`src/rtl/cluster_task_sched_pkg.sv`:
```
// -----------------------------------------------------------------------------
// cluster_task_sched_pkg
// Shared types and helpers for the cluster task scheduler.
//   cl_idx_t / slot_idx_t / disp_t : index and dispatch-entry types for the
//                                    default configuration (4 clusters,
//                                    8 slots, 32-bit address, 8-bit id)
//   out_state_e                    : output register occupancy
//   idx_width()                    : index width for a count, minimum 1 bit
//   slot_addr()                    : base + slot * slot_bytes, 64-bit wide;
//                                    callers truncate to their address width
//                                    (AddrWidth must not exceed 64)
// -----------------------------------------------------------------------------
package cluster_task_sched_pkg;

  localparam int unsigned DefNumClusters     = 32'd4;
  localparam int unsigned DefSlotsPerCluster = 32'd8;
  localparam int unsigned DefAddrWidth       = 32'd32;
  localparam int unsigned DefTaskIdWidth     = 32'd8;

  function automatic int unsigned idx_width(input int unsigned n);
    return (n > 32'd1) ? unsigned'($clog2(n)) : 32'd1;
  endfunction

  typedef logic [idx_width(DefNumClusters)-1:0] cl_idx_t;
  typedef logic [$clog2(DefSlotsPerCluster)-1:0] slot_idx_t;

  typedef struct packed {
    cl_idx_t                   cluster;
    slot_idx_t                 slot;
    logic [DefAddrWidth-1:0]   addr;
    logic [DefTaskIdWidth-1:0] id;
  } disp_t;

  typedef enum logic [0:0] {
    OUT_EMPTY = 1'b0,
    OUT_FULL  = 1'b1
  } out_state_e;

  // Wraps modulo 2^64; the caller's truncation gives modulo 2^AddrWidth.
  function automatic logic [63:0] slot_addr(input logic [63:0] base,
                                            input logic [31:0] slot,
                                            input logic [31:0] slot_bytes);
    return base + (64'(slot) * 64'(slot_bytes));
  endfunction

endpackage

```
`src/rtl/cluster_slot_alloc.sv`:
```
// -----------------------------------------------------------------------------
// cluster_slot_alloc
// Free-slot bitmap of one cluster (1 = free, all free after reset).
//   clk_i, rst_ni    : clock, asynchronous active-low reset
//   alloc_i          : take the slot shown on free_slot_o this cycle
//   release_i        : return release_slot_i to the pool
//   release_slot_i   : slot being released
//   any_free_o       : at least one slot free (registered bitmap, so a
//                      release becomes visible the cycle after it happens)
//   free_slot_o      : lowest-index free slot
//   err_o            : release of a slot that is already free (pulse)
// -----------------------------------------------------------------------------
module cluster_slot_alloc
  import cluster_task_sched_pkg::*;
#(
  parameter  int unsigned SlotsPerCluster = 32'd8,
  localparam int unsigned SlotW           = $clog2(SlotsPerCluster)
) (
  input  logic             clk_i,
  input  logic             rst_ni,
  input  logic             alloc_i,
  input  logic             release_i,
  input  logic [SlotW-1:0] release_slot_i,
  output logic             any_free_o,
  output logic [SlotW-1:0] free_slot_o,
  output logic             err_o
);

  logic [SlotsPerCluster-1:0] r_free;
  logic [SlotsPerCluster-1:0] w_alloc_mask;
  logic [SlotsPerCluster-1:0] w_rel_mask;
  logic                       w_rel_legal;

  assign any_free_o = |r_free;

  // Lowest-index free slot: scan downward so the last hit is the lowest.
  always_comb begin
    free_slot_o = '0;
    for (int i = int'(SlotsPerCluster) - 1; i >= 0; i--) begin
      free_slot_o = r_free[i] ? SlotW'(i) : free_slot_o;
    end
  end

  // A release of an already-free slot (including the slot being allocated in
  // the same cycle, which is free beforehand) is ignored and reported.
  always_comb begin
    w_rel_legal  = release_i & ~r_free[release_slot_i];
    err_o        = release_i & r_free[release_slot_i];
    w_alloc_mask = alloc_i ? (SlotsPerCluster'(1'b1) << free_slot_o) : '0;
    w_rel_mask   = w_rel_legal ? (SlotsPerCluster'(1'b1) << release_slot_i) : '0;
  end

  // Bitmap register.
  always_ff @(posedge clk_i or negedge rst_ni) begin
    if (!rst_ni) begin
      r_free <= {SlotsPerCluster{1'b1}};
    end else begin
      r_free <= (r_free & ~w_alloc_mask) | w_rel_mask;
    end
  end

endmodule

```
`src/rtl/cluster_task_sched.sv`:
```
// -----------------------------------------------------------------------------
// cluster_task_sched
// Assigns each incoming task a free buffer slot in one cluster (round-robin
// over clusters with a free slot, lowest free slot inside the cluster) and
// emits the slot's absolute L1 address through a one-entry output register.
// Slots return to the pool on done_valid_i.
//
// Ports
//   clk_i, rst_ni                  : clock, asynchronous active-low reset
//   cl_start_addr_i                : per-cluster slot-region base, cluster c
//                                    at [c*AddrWidth +: AddrWidth]
//   task_valid_i/task_ready_o/task_id_i : task request handshake and tag
//   disp_valid_o/disp_ready_i      : dispatch handshake
//   disp_cluster_o/disp_slot_o/disp_addr_o/disp_id_o : dispatched entry
//   done_valid_i/done_cluster_i/done_slot_i : slot release
//   err_o                          : sticky double-free / out-of-range release
//   perf_disp_o, perf_stall_o      : dispatch and stall counters
//
// Build option: define CLUSTER_TASK_SCHED_PERF_EN to instantiate the perf
// counters; otherwise both perf outputs are constant 0.
// -----------------------------------------------------------------------------
module cluster_task_sched
  import cluster_task_sched_pkg::*;
#(
  parameter  int unsigned NumClusters     = 32'd4,
  parameter  int unsigned AddrWidth       = 32'd32,
  parameter  int unsigned SlotsPerCluster = 32'd8,
  parameter  int unsigned SlotBytes       = 32'h400,
  parameter  int unsigned TaskIdWidth     = 32'd8,
  localparam int unsigned ClW             = idx_width(NumClusters),
  localparam int unsigned SlotW           = $clog2(SlotsPerCluster)
) (
  input  logic                             clk_i,
  input  logic                             rst_ni,
  input  logic [NumClusters*AddrWidth-1:0] cl_start_addr_i,
  input  logic                             task_valid_i,
  output logic                             task_ready_o,
  input  logic [TaskIdWidth-1:0]           task_id_i,
  output logic                             disp_valid_o,
  input  logic                             disp_ready_i,
  output logic [ClW-1:0]                   disp_cluster_o,
  output logic [SlotW-1:0]                 disp_slot_o,
  output logic [AddrWidth-1:0]             disp_addr_o,
  output logic [TaskIdWidth-1:0]           disp_id_o,
  input  logic                             done_valid_i,
  input  logic [ClW-1:0]                   done_cluster_i,
  input  logic [SlotW-1:0]                 done_slot_i,
  output logic                             err_o,
  output logic [31:0]                      perf_disp_o,
  output logic [31:0]                      perf_stall_o
);

  out_state_e               r_state;
  out_state_e               w_state_nxt;
  logic [ClW-1:0]           r_rr;
  logic [ClW-1:0]           r_cl;
  logic [SlotW-1:0]         r_slot;
  logic [AddrWidth-1:0]     r_addr;
  logic [TaskIdWidth-1:0]   r_id;
  logic                     r_err;

  logic [NumClusters-1:0]   w_any_free;
  logic [NumClusters-1:0]   w_alloc;
  logic [NumClusters-1:0]   w_release;
  logic [NumClusters-1:0]   w_dbl_free;
  logic [SlotW-1:0]         w_free_slot [NumClusters];

  logic                     w_pick_found;
  logic [ClW-1:0]           w_pick;
  logic [ClW-1:0]           w_cand;
  logic                     w_hit;
  logic                     w_hs;
  logic                     w_accept;
  logic                     w_done_oor;
  logic [SlotW-1:0]         w_sel_slot;
  logic [AddrWidth-1:0]     w_base;
  logic [AddrWidth-1:0]     w_addr;
  logic [ClW-1:0]           w_rr_nxt;

  // Per-cluster slot bitmaps.
  for (genvar g = 0; g < NumClusters; g++) begin : g_cl
    cluster_slot_alloc #(
      .SlotsPerCluster (SlotsPerCluster)
    ) u_alloc (
      .clk_i          (clk_i),
      .rst_ni         (rst_ni),
      .alloc_i        (w_alloc[g]),
      .release_i      (w_release[g]),
      .release_slot_i (done_slot_i),
      .any_free_o     (w_any_free[g]),
      .free_slot_o    (w_free_slot[g]),
      .err_o          (w_dbl_free[g])
    );
  end

  // Round-robin pick: first cluster with a free slot at or after r_rr.
  always_comb begin
    w_pick_found = 1'b0;
    w_pick       = '0;
    w_cand       = '0;
    w_hit        = 1'b0;
    for (int i = 0; i < int'(NumClusters); i++) begin
      w_cand       = ClW'((32'(r_rr) + unsigned'(i)) % NumClusters);
      w_hit        = ~w_pick_found & w_any_free[w_cand];
      w_pick       = w_hit ? w_cand : w_pick;
      w_pick_found = w_pick_found | w_hit;
    end
  end

  // Handshakes, slot selection, address and release routing.
  always_comb begin
    w_hs         = (r_state == OUT_FULL) & disp_ready_i;
    task_ready_o = ((r_state == OUT_EMPTY) | w_hs) & w_pick_found;
    w_accept     = task_valid_i & task_ready_o;
    w_alloc      = w_accept ? (NumClusters'(1'b1) << w_pick) : '0;
    w_sel_slot   = w_free_slot[w_pick];
    w_base       = cl_start_addr_i[32'(w_pick) * AddrWidth +: AddrWidth];
    w_addr       = AddrWidth'(slot_addr(64'(w_base), 32'(w_sel_slot), 32'(SlotBytes)));
    w_rr_nxt     = (32'(w_pick) == (NumClusters - 32'd1)) ? '0 : (w_pick + ClW'(1'b1));
    w_done_oor   = done_valid_i & (32'(done_cluster_i) >= NumClusters);
    for (int i = 0; i < int'(NumClusters); i++) begin
      w_release[i] = done_valid_i & (done_cluster_i == ClW'(i));
    end
  end

  // Output register occupancy: a new accept keeps it FULL even while the
  // current entry leaves, which gives one task per cycle under full flow.
  always_comb begin
    w_state_nxt = r_state;
    case (r_state)
      OUT_EMPTY: w_state_nxt = w_accept ? OUT_FULL : OUT_EMPTY;
      OUT_FULL:  w_state_nxt = (w_accept | ~disp_ready_i) ? OUT_FULL : OUT_EMPTY;
      default:   w_state_nxt = OUT_EMPTY;
    endcase
  end

  // Occupancy state register.
  always_ff @(posedge clk_i or negedge rst_ni) begin
    if (!rst_ni) begin
      r_state <= OUT_EMPTY;
    end else begin
      r_state <= w_state_nxt;
    end
  end

  // Output payload and round-robin pointer, both updated only on accept.
  always_ff @(posedge clk_i or negedge rst_ni) begin
    if (!rst_ni) begin
      r_cl   <= '0;
      r_slot <= '0;
      r_addr <= '0;
      r_id   <= '0;
      r_rr   <= '0;
    end else if (w_accept) begin
      r_cl   <= w_pick;
      r_slot <= w_sel_slot;
      r_addr <= w_addr;
      r_id   <= task_id_i;
      r_rr   <= w_rr_nxt;
    end
  end

  // Sticky release error, cleared only by reset.
  always_ff @(posedge clk_i or negedge rst_ni) begin
    if (!rst_ni) begin
      r_err <= 1'b0;
    end else begin
      r_err <= r_err | w_done_oor | (|w_dbl_free);
    end
  end

  assign disp_valid_o   = (r_state == OUT_FULL);
  assign disp_cluster_o = r_cl;
  assign disp_slot_o    = r_slot;
  assign disp_addr_o    = r_addr;
  assign disp_id_o      = r_id;
  assign err_o          = r_err;

`ifdef CLUSTER_TASK_SCHED_PERF_EN
  logic [31:0] r_perf_disp;
  logic [31:0] r_perf_stall;

  // Dispatch and stall counters, wrapping at 2^32.
  always_ff @(posedge clk_i or negedge rst_ni) begin
    if (!rst_ni) begin
      r_perf_disp  <= 32'd0;
      r_perf_stall <= 32'd0;
    end else begin
      if (w_hs) begin
        r_perf_disp <= r_perf_disp + 32'd1;
      end
      if (task_valid_i & ~task_ready_o) begin
        r_perf_stall <= r_perf_stall + 32'd1;
      end
    end
  end

  assign perf_disp_o  = r_perf_disp;
  assign perf_stall_o = r_perf_stall;
`else
  assign perf_disp_o  = 32'd0;
  assign perf_stall_o = 32'd0;
`endif

endmodule

```
`config.mk`:
```
export PLATFORM = sky130hd
export DESIGN_NAME = cluster_task_sched
export DESIGN_NICKNAME = d
export VERILOG_FILES = /design/src/rtl/cluster_task_sched_pkg.sv /design/src/rtl/cluster_slot_alloc.sv /design/src/rtl/cluster_task_sched.sv
export SDC_FILE = /design/constraint.sdc
export NUM_CORES = 1
export LEC_CHECK = 0
export BUFFER_PORTS_ARGS = -buffer_cell sky130_fd_sc_hd__buf_2
export CORE_UTILIZATION = 50
export DETAILED_ROUTE_END_ITERATION = 7
export GPL_TIMING_DRIVEN = 0
export PLACE_DENSITY = 0.82
export SLEW_MARGIN = 0
export SYNTH_ARGS = -nofsm -noshare
export SYNTH_HDL_FRONTEND = slang
export SYNTH_SLANG_ARGS = --single-unit
```
`constraint.sdc`:
```
create_clock -name clk_i -period 5.79 [get_ports clk_i]
set_clock_uncertainty 0.15 [all_clocks]
set_input_delay 0.8685 -clock clk_i [delete_from_list [all_inputs] [get_ports clk_i]]
set_output_delay 0.8685 -clock clk_i [all_outputs]
set_load 0.02 [all_outputs]
```
==> results of run 1 <==
## synth_stat cells, types with 4 or more instances
cell      instances  area share
a211oi_1          6      0.0071
a21boi_0         21       0.025
a21o_1            4      0.0047
a21oi_1          12      0.0094
a311o_1          10       0.016
a31oi_1           5      0.0049
and3_1           21       0.021
buf_1             9      0.0053
buf_2             5      0.0039
buf_4            67       0.079
clkbuf_1         28       0.016
dfrtp_1          49        0.19
dfstp_2          32        0.13
ha_1              7       0.014
inv_1             9      0.0053
mux2_2            5      0.0088
mux2i_1           5      0.0078
mux4_2            8       0.028
nand2_1         159       0.093
nand3_1          53       0.042
nand3b_1          6      0.0071
nand4_1          10      0.0098
nor2_1           42       0.025
nor2b_1           5      0.0049
nor3_1           13       0.010
nor4_1            5      0.0049
o211ai_1          5      0.0059
o21ai_0          61       0.048
o21ai_1           6      0.0047
o21bai_1          4      0.0047
o22ai_1           4      0.0039
o31ai_1          15       0.018
o32ai_1           9       0.012
or4_1             4      0.0047
xnor2_1          11       0.015
## logic make-up (layout without fill, tap and decap cells)
| group | count (synthesis) | after routing |
|---|---|---|
| xor gates and xnor gates | 14 | 14 |
| buffers and inverters | 122 | 329 |
| muxes | 18 | 18 |
| other | 1 | 64 |
| and+or+nand+nor | 347 | 347 |
| DFF | 81 | 81 |
| AOI/OAI and AO/OA | 188 | 188 |
| adders and majority gates | 8 | 8 |
## layer usage
layer	vias to the layer above	part of all wire
met4	0	0.042
met3	69	0.090
met2	413	0.49
met1	3185	0.38
met5	-	0
li1	3203	-
## layout make-up
type	count	area, um2
Sequential cell	81	2070
Multi-Input combinational cell	639	3820
Buffer	111	702
Inverter	10	37.5
Fill cell	1100	4060
Timing Repair Buffer	192	986
Clock buffer	9	225
Tap cell	168	210
Clock inverter	7	103
## what timing repair did
item,CTS,global route
setup endpoints to repair,7,7
hold buffers,0,0
pin swaps,0,0
gates resized for setup,2,3
## power breakdown
part           internal (mW)  switching [mW]
clock network          0.382           0.250
logic                   1.35            2.24
registers              0.905           0.276
## state kept, by name, indices dropped and copies added (netlist names)
name                 count
r_rr                     2
err_o                    1
disp_cluster_o           2
disp_valid_o             1
disp_slot_o              3
disp_addr_o             32
g_cl.u_alloc.r_free     32
disp_id_o                8
## through the flow
stage | instances | util
final | 1217 | 0.667
after CTS | 1218 | 0.667
after global routing | 1217 | 0.667
after global placement | 1201 | 0.638
after floorplan | 842 | -
after detailed placement | 1202 | 0.640
## how the worst max path moves through the flow
stage / to / cells after the start / slack [ps]
finish: disp_addr_o[29]$_DFFE_PN0P_ / 16 / 320
global route: disp_addr_o[31]$_DFFE_PN0P_ / 18 / 50
CTS: disp_addr_o[31]$_DFFE_PN0P_ / 19 / 110
detailed placement: disp_addr_o[31]$_DFFE_PN0P_ / 19 / -180
global placement: disp_addr_o[31]$_DFFE_PN0P_ / 19 / -180
floorplan: disp_addr_o[31]$_DFFE_PN0P_ / 19 / 1210
==> out/results.txt, run 1 <==
outcome: completed
Final Slew Violations: 0
TritonCTS clock tree: yes
commonest cells after routing, fill and taps aside: buf_2 (196), nand2_1 (159), buf_4 (68)
Worst Setup SP: g_cl[1].u_alloc.r_free[3]$_DFF_PN1_
GPL Wtd Cong: 0.967
Seq/Total Area, Yosys: 0.324
Vias: 6870
met1 usage: 0.376
worst-skew pair later-pin latency: 350 ps
Area Growth Syn to Fin: 27.6%
grt total ovfl: 0
final critical-path setup slack: 317 ps
area of the die: 13200 um2
CTS sink cnt: 81
Synth Area in Simple Gates: 0.270
Synth Area per Inst: 8.20 um2
crit-path max cell delay: 560 ps
R2R cell count: 16
largest family of logic cells by synthesized area: simple AND/OR/NAND/NOR gates
Pleak: 3.90 nW
DP Area: 7820 um2
Synth cell types: 73
RSZ-0062 raised after global routing: no
Port Buffers: 191
largest net degree at the start of global routing: 71
critical setup path kind: reg2reg
Ys Warns: 0
first-pass GRT wire length: 32000 um
met3 Use GR: 0.0559
synthesized area: 6390 um2
clk root buf: clkbuf_16
DP Worst Slack: -183 ps
Final ANT Viol Nets: 0
final hold viol count: 0
First-pass DRT Iterations: 5
layout cells sized above 1: 0.342
Core Region: 12200 um2
Final HPWL DP: 16200 um
reg2reg start: g_cl[1].u_alloc.r_free[3]$_DFF_PN1_
crit path DAT: 5540 ps
routed wire length: 21000 um
I/O pin cnt: 258
area share of fa/ha/maj cells after synthesis: 0.0168
Power Total: 5.40 mW
Buf/Inv on CP: 2
synthesized instance count: 779
Worst setup EP type: flop
maximum root-to-sink buffer count: 2
Final #Nets: 1198
worst-path cell chain: or4_4 > nand2b_4 > a2bb2oi_1 > nor2_1 > clkbuf_1 > clkbuf_2 > nand2_1 > a31oi_1 > ha_1 > a21o_1 > a21oi_1 > a211o_1 > a211oi_2 > nand4bb_1 > mux2i_1 > nand3_1
TritonCTS buffer count: 9
r2r setup slk: 320 ps
Synth Register Bits: 81
number of diodes: 0
IR Drop Worst-Case VDD: 0.342 mV
Max Cap Viol: 0
hold slack: 211 ps
most used routing layer: met2
routed len/inst: 17.3 um
Final min period: 5470 ps
Critical R2R Capture: disp_addr_o[29]$_DFFE_PN0P_
die boundary width: 115 um
Synth Flop Type: dfrtp_1
TNS Setup: 0 ps
number of flops mapped to enable cells by yosys: 0
postcts setup bufs: 0
Achievable Freq: 0.183 GHz
Die Y: 115 um
Post-Synth XOR/XNOR Area: 0.0192
crit-path max FO: 11
min-delay worst type: in2async
most common cell after layout, fill and taps aside: buf_2
post-synthesis async set-or-reset flop share: 1.00
compound-gate portion of the synthesized area: 0.210
initial antenna violation count: 0
row count: 40
Worst-Margin Slew: 870 ps
final setup vio count: 0
grt met2 use: 0.543
drt drc: 0
Clock Pin Slew Worst Setup and Hold Paths: 70 ps
CP startpoint kind: flop
number of vias per cell: 5.65
gr usage total: 0.317
headroom to the max-slew limit: 0.418
post-layout instance area: 8150 um2
P per Cell Area: 663 nW/um2
CP max-delay cell: or4_4
Final Cycle Share: 0.945
1st-iter DRT viols: 678
delay-heaviest family, CP: simple AND/OR/NAND/NOR gates
Initial Utilization: 0.523
Worst EP required: 5860 ps
vias in the first global route: 6392
proportion of synthesized area in mux cells: 0.0449
H-tree depth: 3
Note: power is estimated with default switching activity, not from simulation.
==> run 2, diff against run 1 <==
--- a/config.mk
+++ b/config.mk
@@ -9,7 +9,7 @@
 export CORE_UTILIZATION = 50
 export DETAILED_ROUTE_END_ITERATION = 7
 export GPL_TIMING_DRIVEN = 0
-export PLACE_DENSITY = 0.82
+export PLACE_DENSITY_LB_ADDON = 0.05
 export SLEW_MARGIN = 0
 export SYNTH_ARGS = -nofsm -noshare
 export SYNTH_HDL_FRONTEND = slang
==> run 2 against run 1 <==
Core utilization down 0.44 points. Via count down 3.0%. Worst hold slack better by 37 ps. Critical path depth unchanged. First-iteration DRC count down 7.5%. Fmax up 1.6%. Critical path type unchanged. Largest power group unchanged. Highest routed layer unchanged.
==> out/results.txt, run 2 (synthesis results as in run 1) <==
Clock Pin Slew Worst Setup and Hold Paths: 60 ps
final setup vio count: 0
number of diodes: 0
maximum root-to-sink buffer count: 2
I/O pin cnt: 258
commonest cells after routing, fill and taps aside: buf_2 (195), nand2_1 (159), buf_4 (68)
Worst-Margin Slew: 809 ps
TritonCTS buffer count: 9
Pleak: 3.88 nW
CTS Hold Bufs: 0
post-layout instance area: 8100 um2
DP Worst Slack: -117 ps
worst-path cell chain: nor4_1 > a211oi_1 > a211o_4 > nor2_8 > buf_4 > clkbuf_1 > buf_1 > a31oi_1 > ha_1 > a21o_1 > a21oi_1 > a211o_1 > a211oi_2 > nand4bb_1 > nor4_1 > nand3b_1
Final ANT Viol Nets: 0
Vias: 6665
DP Area: 7820 um2
P_int: 2.55 mW
outcome: completed
Worst EP required: 5910 ps
Final Slew Violations: 0
Area Growth Syn to Fin: 26.7%
TritonCTS clock tree: yes
Flop pwr share: 0.227
P per Cell Area: 641 nW/um2
final core occ: 0.663
drt drc: 0
final hold viol count: 0
layout cells sized above 1: 0.340
Port Buffers: 191
CTS sink cnt: 81
TNS Setup: 0 ps
vias in the first global route: 5997
die boundary width: 115 um
number of vias per cell: 5.48
fin cells: 1217
worst-skew pair later-pin latency: 340 ps
Final HPWL DP: 15600 um
sw frac: 0.508
Final #Nets: 1198
Final Cycle Share: 0.931
Achievable Freq: 0.186 GHz
CP startpoint kind: flop
1st-iter DRT viols: 627
gr usage total: 0.302
Max Cap Viol: 0
CP max-delay cell: nor4_1
crit-path most repeated cell: nor4_1
hold slack: 248 ps
Core Region: 12200 um2
critical setup path kind: reg2reg
First-pass DRT Iterations: 6
clk root buf: clkbuf_16
headroom to the max-slew limit: 0.459
crit-path max FO: 11
min-delay worst type: in2async
crit path DAT: 5510 ps
Combinational Power Share: 0.672
first-pass GRT wire length: 30700 um
cell count after placement: 1202
final critical-path setup slack: 402 ps
Initial Utilization: 0.523
most common cell after layout, fill and taps aside: buf_2
H-tree depth: 3
NetSw: 2.63 mW
largest net degree at the start of global routing: 66
RSZ-0062 raised after global routing: no
Worst setup EP type: flop
area of the die: 13200 um2
grt total ovfl: 0
Power Total: 5.19 mW
routed wire length: 19800 um
crit-path max cell delay: 530 ps
Die Y: 115 um
routed len/inst: 16.3 um
IR Drop Worst-Case VDD: 0.399 mV
Clk pwr share: 0.102
initial antenna violation count: 0
row count: 40
Final min period: 5390 ps
GPL Wtd Cong: 0.894
[run 2: cell types whose count changed in the layout (fill, tap and decap cells not counted), sizes merged]
cell and delta:
buf +1, bufinv -2, clkbuf +1, clkinv +1, inv -1
[run 2: area by class of cell]
| class | instances | area (um2) |
|---|---|---|
| fillers | 1146 | 4120 |
| multi-input cells | 639 | 3820 |
| flip-flops and latches | 81 | 2070 |
| repair buffers | 192 | 986 |
| plain buffers | 111 | 699 |
| clock buffers | 11 | 243 |
| well taps | 168 | 210 |
| inverters | 10 | 37.5 |
| clock inverters | 5 | 31.3 |
[run 2: power groups by stage]
stage	Combinational [mW]	Sequential [mW]	Clock [mW]
after floorplan	2.39	1.28	0
after global placement	3.39	1.17	0
after detailed placement	3.42	1.17	0
after CTS	3.43	1.17	0.533
after global routing	3.82	1.21	0.553
final	3.48	1.18	0.528
[run 2: worst paths after layout]
path,from,end,slack [ps],depth (start not counted)
min,rst_ni,err_o$_DFF_PN0_,250,1
max in group asynchronous,rst_ni,g_cl[0].u_alloc.r_free[5]$_DFF_PN1_,4600,2
min in group clk_i,err_o$_DFF_PN0_,err_o$_DFF_PN0_,310,1
min reg2reg,err_o$_DFF_PN0_,err_o$_DFF_PN0_,310,1
max,g_cl[0].u_alloc.r_free[6]$_DFF_PN1_,disp_addr_o[31]$_DFFE_PN0P_,400,16
max reg2reg,g_cl[0].u_alloc.r_free[6]$_DFF_PN1_,disp_addr_o[31]$_DFFE_PN0P_,400,16
[run 2: critical path: cells and delay by family, from the launching register on]
family / cells / cell delay (ps)
buffers and inverters: 3 / 1130
adder cells (fa/ha/maj): 1 / 340
AND/OR/NAND/NOR: 5 / 1470
flip-flops: 1 / 380
AO/OA/AOI/OAI: 7 / 1850
[run 2: layer usage]
layer / wire [um] / part of all wire / GRT usage
met1: 8090 / 0.41 / 0.392
met2: 9590 / 0.48 / 0.510
met3: 1800 / 0.091 / 0.0633
met4: 360 / 0.018 / 0.0814
met5: 0 / 0 / 0
[run 2: repair_timing]
action,in CTS,in global routing
resized for setup,1,3
buffers inserted,0,0
pin swaps,0,0
endpoints found under the setup margin,5,14
==> run 3, diff against run 2 <==
--- a/config.mk
+++ b/config.mk
@@ -6,7 +6,7 @@
 export NUM_CORES = 1
 export LEC_CHECK = 0
 export BUFFER_PORTS_ARGS = -buffer_cell sky130_fd_sc_hd__buf_2
-export CORE_UTILIZATION = 50
+export CORE_UTILIZATION = 25
 export DETAILED_ROUTE_END_ITERATION = 7
 export GPL_TIMING_DRIVEN = 0
 export PLACE_DENSITY_LB_ADDON = 0.05
==> run 3 against run 2 <==
Clock-buffer cell count unchanged. Cell count rose by 13%. Register-to-register slack better by 20 ps. Fmax is 0.30% higher. Worst hold slack better by 48 ps. Non-clock buffer count decreased by 1.
==> out/results.txt, run 3 (synthesis results as in run 1) <==
final critical-path setup slack: 418 ps
maximum root-to-sink buffer count: 2
area of the die: 26200 um2
Final HPWL DP: 19200 um
Max Cap Viol: 0
drt drc: 0
min-delay worst type: in2async
critical setup path kind: reg2reg
Area Growth Syn to Fin: 30.6%
post-layout instance area: 8340 um2
routed len/inst: 17.9 um
headroom to the max-slew limit: 0.332
TritonCTS clock tree: yes
largest net degree at the start of global routing: 54
Core Region: 25100 um2
clk root buf: clkbuf_16
layout cells sized above 1: 0.343
crit path DAT: 5500 ps
# fillers: 2777
final hold viol count: 0
die boundary width: 162 um
fin cells: 1378
I/O pin cnt: 258
WL met3: 1660 um
DP Area: 8020 um2
RSZ-0062 raised after global routing: no
first-pass GRT wire length: 37400 um
Final Cycle Share: 0.928
most common cell after layout, fill and taps aside: buf_2
number of diodes: 0
Flop pwr share: 0.220
initial antenna violation count: 0
sw frac: 0.516
number of vias per cell: 4.75
1st-iter DRT viols: 476
crit-path max FO: 23
met1 WL: 11600 um
TritonCTS buffer count: 9
worst-skew pair later-pin latency: 350 ps
final setup vio count: 0
register area: 2070 um2
Clock Pin Slew Worst Setup and Hold Paths: 70 ps
multi-input combinational cell area: 3830 um2
cell count after placement: 1364
Clk pwr share: 0.114
Power Total: 5.41 mW
H-tree depth: 3
routed wire length: 24700 um
CTS Hold Bufs: 0
Final ANT Viol Nets: 0
Final #Nets: 1197
commonest cells after routing, fill and taps aside: buf_2 (195), nand2_1 (159), buf_4 (68)
postcts setup bufs: 0
P_int: 2.62 mW
Final Slew Violations: 0
Achievable Freq: 0.186 GHz
outcome: completed
final core occ: 0.332
grt total ovfl: 0
DP Worst Slack: -745 ps
IR Drop Worst-Case VDD: 0.193 mV
vias in the first global route: 6334
CTS sink cnt: 81
CP startpoint kind: flop
First-pass DRT Iterations: 5
Port Buffers: 191
NetSw: 2.79 mW
met2 wire len: 11000 um
Pleak: 3.90 nW
Combinational Power Share: 0.667
Worst-Margin Slew: 999 ps
Final min period: 5370 ps
Worst setup EP type: flop
Initial Utilization: 0.254
Worst EP required: 5920 ps
Die Y: 162 um
Vias: 6539
max layer used: met4
GPL Wtd Cong: 0.823
P per Cell Area: 648 nW/um2
gr usage total: 0.187
row count: 58
run 3: power by group through the flow:
| stage | logic (mW) | clock network, mW | registers [mW] |
|---|---|---|---|
| after floorplan | 2.39 | 0 | 1.28 |
| after global placement | 3.61 | 0 | 1.19 |
| after detailed placement | 3.61 | 0 | 1.19 |
| after CTS | 3.63 | 0.632 | 1.19 |
| after global routing | 4.00 | 0.649 | 1.23 |
| final | 3.60 | 0.615 | 1.19 |
run 3: layout make-up:
cell class / count / share of cell area
clock buffer: 11 / 0.0305
multi-input combinational: 639 / 0.459
clock inverter: 5 / 0.00645
tap: 330 / 0.0495
buffer: 110 / 0.0837
sequential: 81 / 0.248
timing repair buffer: 192 / 0.118
inverter: 10 / 0.00465
run 3: repair_timing:
| action | in CTS | in global routing |
|---|---|---|
| cloned | 0 | 0 |
| resized for setup | 3 | 6 |
| endpoints found under the setup margin | 17 | 8 |
run 3: path summary, 6_finish.rpt:
| path | startpoint | end | slack (ps) | depth (start not counted) |
|---|---|---|---|---|
| setup / recovery | g_cl[3].u_alloc.r_free[5]$_DFF_PN1_ | disp_addr_o[31]$_DFFE_PN0P_ | 420 | 17 |
| hold / removal | rst_ni | disp_valid_o$_DFF_PN0_ | 300 | 1 |
| setup reg to reg | g_cl[3].u_alloc.r_free[5]$_DFF_PN1_ | disp_addr_o[31]$_DFFE_PN0P_ | 420 | 17 |
| hold reg to reg | err_o$_DFF_PN0_ | err_o$_DFF_PN0_ | 300 | 1 |
| max in group asynchronous | rst_ni | g_cl[3].u_alloc.r_free[4]$_DFF_PN1_ | 4520 | 2 |
| min in group clk_i | err_o$_DFF_PN0_ | err_o$_DFF_PN0_ | 300 | 1 |
run 3: layer usage:
layer	vias to the layer above	track usage
met5	-	0
met4	0	0.0609
met3	26	0.0383
met2	254	0.300
met1	3066	0.251
li1	3193	-
run 3: worst max-delay path, stage by stage, from the launching register on:
cell and delay, ps:
dfstp_2 400, nor4_2 570, nand2_1 230, nor2_1 180, clkbuf_1 390, nor2_2 190, clkinv_2 300, clkbuf_2 340
nand2_1 100, a31oi_1 340, ha_1 210, a21o_1 100, a21oi_1 170, a211o_1 280, a211oi_2 540, nand4bb_1 370
nor4_1 300, nand3b_1 140
run 3: per-stage QoR:
stage          setup TNS (ps)  hold slack [ps]
2_1_floorplan               0              333
3_3_place_gp            -7130              292
3_5_place_dp            -6850              296
4_1_cts                     0              311
5_1_grt                     0              330
6_report                    0              296
